$ cat src/rtl/ptp_ts_arb.sv
// PTP timestamp-capture scheduler: filters RX/TX parser results into per-source hold
// registers, arbitrates them round-robin into a shared FWFT FIFO, and counts dropped events.
module ptp_ts_arb #(
  parameter int DEPTH = 4,
  parameter int AW    = 2
) (
  input  logic          clk,
  input  logic          rstn,
  input  logic          rx_valid,
  input  logic [3:0]    rx_msg_type,
  input  logic [15:0]   rx_seq_id,
  input  logic [79:0]   rx_src_port,
  input  logic [79:0]   rx_ts,
  input  logic          tx_valid,
  input  logic [3:0]    tx_msg_type,
  input  logic [15:0]   tx_seq_id,
  input  logic [79:0]   tx_src_port,
  input  logic [79:0]   tx_ts,
  input  logic          rx_en,
  input  logic          tx_en,
  input  logic [15:0]   type_mask,
  input  logic          ts_pop,
  input  logic          ovf_clr,
  output logic          ts_avail,
  output logic          ts_dir,
  output logic [3:0]    ts_msg_type,
  output logic [15:0]   ts_seq_id,
  output logic [79:0]   ts_src_port,
  output logic [79:0]   ts_value,
  output logic [AW:0]   ts_count,
  output logic [7:0]    ovf_cnt
);

  localparam int PW = 180;
  localparam int EW = PW + 1;

  logic          r_rx_vld_p1, r_tx_vld_p1;
  logic [PW-1:0] r_rx_pl_p1, r_tx_pl_p1;
  logic          r_last_gnt;
  logic [EW-1:0] r_mem_p2 [DEPTH];
  logic [AW-1:0] r_wr_ptr, r_rd_ptr;
  logic [AW:0]   r_count;
  logic [7:0]    r_ovf;

  logic w_rx_acc, w_tx_acc, w_gnt_rx, w_gnt_tx, w_gnt, w_full, w_pop, w_wr, w_gdrop;
  logic w_rx_load, w_tx_load, w_rx_hdrop, w_tx_hdrop;
  logic [1:0]    w_ndrop;
  logic [8:0]    w_ovf_sum;
  logic [EW-1:0] w_head;

  function automatic logic [7:0] sat_add8(input logic [7:0] base, input logic [1:0] inc);
    logic [8:0] s;
    s = {1'b0, base} + {7'd0, inc};
    return s[8] ? 8'hFF : s[7:0];
  endfunction

  assign w_rx_acc = rx_valid & rx_en & type_mask[rx_msg_type];
  assign w_tx_acc = tx_valid & tx_en & type_mask[tx_msg_type];

  // On contention the source that did not win last time is granted (last_grant 1 = TX).
  assign w_gnt_rx = r_rx_vld_p1 & (~r_tx_vld_p1 | r_last_gnt);
  assign w_gnt_tx = r_tx_vld_p1 & ~w_gnt_rx;
  assign w_gnt    = w_gnt_rx | w_gnt_tx;

  assign w_full   = (r_count == (AW+1)'(DEPTH));
  assign w_pop    = ts_pop & (r_count != '0);
  assign w_wr     = w_gnt & (~w_full | ts_pop);
  assign w_gdrop  = w_gnt & w_full & ~ts_pop;

  // A granted hold frees up in the same edge, so back-to-back events never collide.
  assign w_rx_load  = w_rx_acc & (~r_rx_vld_p1 | w_gnt_rx);
  assign w_tx_load  = w_tx_acc & (~r_tx_vld_p1 | w_gnt_tx);
  assign w_rx_hdrop = w_rx_acc & r_rx_vld_p1 & ~w_gnt_rx;
  assign w_tx_hdrop = w_tx_acc & r_tx_vld_p1 & ~w_gnt_tx;
  assign w_ndrop    = 2'(w_rx_hdrop) + 2'(w_tx_hdrop) + 2'(w_gdrop);
  assign w_ovf_sum  = {1'b0, sat_add8(ovf_clr ? 8'd0 : r_ovf, w_ndrop)};

  always_ff @(posedge clk) begin
    if (!rstn) begin
      r_rx_vld_p1 <= 1'b0;
      r_tx_vld_p1 <= 1'b0;
      r_last_gnt  <= 1'b1;
      r_wr_ptr    <= '0;
      r_rd_ptr    <= '0;
      r_count     <= '0;
      r_ovf       <= '0;
    end else begin
      if (w_rx_load)     r_rx_vld_p1 <= 1'b1;
      else if (w_gnt_rx) r_rx_vld_p1 <= 1'b0;
      if (w_tx_load)     r_tx_vld_p1 <= 1'b1;
      else if (w_gnt_tx) r_tx_vld_p1 <= 1'b0;
      if (w_gnt) r_last_gnt <= w_gnt_tx;
      if (w_wr)  r_wr_ptr   <= r_wr_ptr + 1'b1;
      if (w_pop) r_rd_ptr   <= r_rd_ptr + 1'b1;
      if (w_wr & ~w_pop)      r_count <= r_count + 1'b1;
      else if (~w_wr & w_pop) r_count <= r_count - 1'b1;
      r_ovf <= w_ovf_sum[7:0];
    end
  end

  // Stage 1 -> stage 2 payload: hold registers and FIFO storage carry data only.
  always_ff @(posedge clk) begin
    if (w_rx_load) r_rx_pl_p1 <= {rx_msg_type, rx_seq_id, rx_src_port, rx_ts};
    if (w_tx_load) r_tx_pl_p1 <= {tx_msg_type, tx_seq_id, tx_src_port, tx_ts};
    if (w_wr)      r_mem_p2[r_wr_ptr] <= w_gnt_tx ? {1'b1, r_tx_pl_p1} : {1'b0, r_rx_pl_p1};
  end

  assign ts_avail = (r_count != '0);
  assign w_head   = ts_avail ? r_mem_p2[r_rd_ptr] : '0;
  assign {ts_dir, ts_msg_type, ts_seq_id, ts_src_port, ts_value} = w_head;
  assign ts_count = r_count;
  assign ovf_cnt  = r_ovf;

endmodule

$ cat config.mk
export PLATFORM = sky130hd
export DESIGN_NAME = ptp_ts_arb
export DESIGN_NICKNAME = d
export VERILOG_FILES = /design/src/rtl/ptp_ts_arb.sv
export SDC_FILE = /design/constraint.sdc
export NUM_CORES = 1
export LEC_CHECK = 0
export ABC_CLOCK_PERIOD_IN_PS = 22500
export CAP_MARGIN = 20
export CELL_PAD_IN_SITES_DETAIL_PLACEMENT = 0
export CELL_PAD_IN_SITES_GLOBAL_PLACEMENT = 1
export CORE_MARGIN = 3
export CORE_UTILIZATION = 48
export DETAILED_ROUTE_END_ITERATION = 16
export PLACE_DENSITY = 0.91
export REMOVE_ABC_BUFFERS = 1
export SLEW_MARGIN = 20
export SYNTH_ARGS = -nofsm -noshare
export SYNTH_HDL_FRONTEND = slang
export SYNTH_SLANG_ARGS = --single-unit
$ cat constraint.sdc
create_clock -name clk -period 22.5 [get_ports clk]
set_input_delay 5.625 -clock clk [delete_from_list [all_inputs] [get_ports clk]]
set_output_delay 5.625 -clock clk [all_outputs]
set_load 0.005 [all_outputs]
==> results.md <==
* Worst-path maximum fanout at 49
* Die Y at 300.4 um
* Pwr/cell area at 96.81 nW/um2
* Total grt overflow at 0
* Slew margin rel. at 27.26%
* Worst R2R Path Depth at 5
* Hold_buf cts at 0
* Fmax at 0.1070 GHz
* Initial antenna violation count at 3
* Pint at 3.888 mW
* Setup TNS at 0 ns
* GPL Wtd Cong at 0.8525
* # IOs at 577
* Worst-path clk slew at 0.06 ns
* Final ANT Viol Nets at 0
* Clk buf depth at 3
* Starting Density at 48.62%
* Grt peak-use layer: met2
* Peak supply drop at 0.09491 mV
* Worst setup endpoint: ts_value[51]
* Worst r2r src: ts_count[0]$_SDFFE_PN0P_
* Post-synthesis instance total at 1854
* Combinational share of power at 17.4%
* Max_cap viols at 0
* Sequential power share at 47.2%
* Clock skew at 0.03105 ns
* Post-synthesis register bit count at 1104
* Top area cells in the synthesized netlist: edfxtp_1, mux4_2, mux2_2
* Port-buffer cells at 576
* Chip Width at 300.4 um
* Outcome: completed
* Area leader, netlist: edfxtp_1
* Hold path cells at 2
* Arr. time, crit path at 3.72 ns
* Commonest non-fill, non-tap cell in the layout: edfxtp_1
* Reg2reg setup slack at 18.96 ns
* Critical Path Sink Type: output port
* Fillers at 5741
* Clk Latency, worst-skew pair at 0.68 ns
* Residual DRC count at 0
* Post-placement cell area at 48530 um2
* Vias per cell at 5.413
* Period minus WS final at 9.344 ns
* Most frequent cells in the layout: edfxtp_1, clkdlybuf4s50_1, mux4_2
* Area delta synth->final at 25.24%
* Core Rows at 107
* Drt pass-1 iters at 5
* Layout Cell Area excl Fill at 52100 um2
* Post-Route WL at 87500 um
* Least-Margin Pin Slew at 1.091 ns
* Syn Area/Cell at 22.44 um2
* Sw Ratio at 22.91%
* Netlist cell types at 34
* Share of Yosys cell area claimed by the top area cell type at 78.26%
* RSZ-0062 raised after global routing: no
* Max Slew Vio Count at 0
* Fin crit share at 41.53%
* GRT met1 Usage at 24.58%
* Setup Fix Bufs, Post-CTS at 0
* Leak Pwr at 16.53 nW
* Core box area at 85550 um2
* H-tree depth at 3
* CP Data Required Time at 16.88 ns
* Share of cells above drive strength 1 at 21.36%
* First-pass GRT wire length at 133100 um
* Total track usage at 19.49%
* Total Die Area at 90230 um2
* Routed len/inst at 23.51 um
* Vias in the first global route at 21880
* CTS resizes at 0
* CTS tree: built
* Inserted Clock Buffers at 109
* Hold Path Class: reg -> reg
* Overall power at 5.043 mW
* Synth Cell Area at 41590 um2
* Count of warnings emitted by yosys at 0
* Nets at 2876
* R2r endpoint: r_mem_p2[0][62]$_DFFE_PP_
* Post-DP HPWL at 53870 um
* Clk pwr share at 35.4%
* Grt met2 use at 33.68%
* 1st-iter DRT viols at 1456
* Hold WS at 0.5385 ns
* Critical path type: reg -> out
* Setup violations, final at 0
* Final Hold Vio Count at 0
* GR Util met3 at 4.758%
* CTS sink cnt at 1104
* Largest net degree at the start of global routing at 110
* Root Driver: clkbuf_16
* Post-synthesis sequential area ratio at 79.22%
* Switching Power at 1.155 mW
* Via count at 20150
* Startpoint types: register
[cells in the mapped netlist, drive strengths merged]
cell type,n
edfxtp,1084
a22oi,2
dfxtp,20
a21oi,5
inv,7
nor4b,1
mux2,180
a31oi,2
nand4b,1
or3,3
mux4,185
o21ai,6
xnor2,3
buf,61
mux2i,12
a221oi,2
fa,3
ha,7
nand3b,1
nand3,6
o21a,2
nand2b,4
nor2b,5
and2,186
a21boi,2
nor2,22
nor4,1
clkbuf,22
nor3,3
nand2,9
o211ai,2
xor2,5
[critical path, stage by stage (launching register included)]
cell             delay, ns
dfxtp_4               0.82
buf_4                 0.85
mux4_2                0.60
and2_1                0.17
clkdlybuf4s50_1       0.48
[cell type report]
type	count	area, um2	area share [%]
Antenna cell	3	7.507	0.01441
Clock buffer	135	2899	5.565
Clock inverter	69	661.9	1.271
Inverter	7	26.28	0.05044
Multi-Input combinational cell	660	8148	15.64
Sequential cell	1104	32960	63.27
Tap cell	1144	1431	2.748
Timing Repair Buffer	600	5962	11.44
[flip-flops by register name, indices dropped and copies added (netlist names), 2 cells and up, named ones only]
| signal | flops |
|---|---|
| r_rx_pl_p1 | 180 |
| r_rd_ptr | 2 |
| r_tx_pl_p1 | 180 |
| r_wr_ptr | 2 |
| ts_count | 3 |
| r_mem_p2 | 724 |
| ovf_cnt | 8 |
[through the flow]
step                      worst slack, ns  utilization [%]  instances
after global placement              13.12            56.72       3515
after floorplan                     2.359                -       1771
after detailed placement            12.96            56.72       3515
final                               13.16            60.90       3722
after CTS                           12.93            60.89       3719
after global routing                12.80            60.89       3719
[worst min path at each step]
stage | from | slack [ns] | end
6_report | r_rd_ptr[1]$_SDFFE_PN0P_ | 0.54 | register
5_1_grt | r_rd_ptr[0]$_SDFFE_PN0P_ | 0.59 | register
4_1_cts | r_rd_ptr[1]$_SDFFE_PN0P_ | 0.53 | register
3_5_place_dp | r_last_gnt$_SDFFE_PN1P_ | 0.53 | r_last_gnt$_SDFFE_PN1P_
3_3_place_gp | r_last_gnt$_SDFFE_PN1P_ | 0.51 | r_last_gnt$_SDFFE_PN1P_
2_1_floorplan | r_rd_ptr[1]$_SDFFE_PN0P_ | 0.48 | register
[power groups by stage]
stage | Clock (mW) | Combinational (mW) | Sequential, mW
floorplan | 0 | 0.427 | 2.47
global placement | 0 | 0.882 | 2.42
detailed placement | 0 | 0.893 | 2.42
CTS | 1.83 | 0.900 | 2.38
global route | 1.91 | 0.941 | 2.39
finish | 1.79 | 0.877 | 2.38
[layer usage]
layer / share of wire, % / vias up / wire length (um)
li1: - / 8777 / -
met1: 38 / 10550 / 33480
met2: 52 / 700 / 45700
met3: 7.4 / 124 / 6476
met4: 2.1 / 0 / 1848
met5: 0 / - / 0
[kinds of logic after synthesis]
family | Yosys count | share of synthesized area [%]
mux | 377 | 15.18
compound gates | 23 | 0.3489
xor+xnor | 8 | 0.1685
flops | 1104 | 79.22
buf+inv | 90 | 1.287
fa+ha+maj | 10 | 0.3549
simple gates | 242 | 3.441
Note: power is estimated with default switching activity, not from simulation.
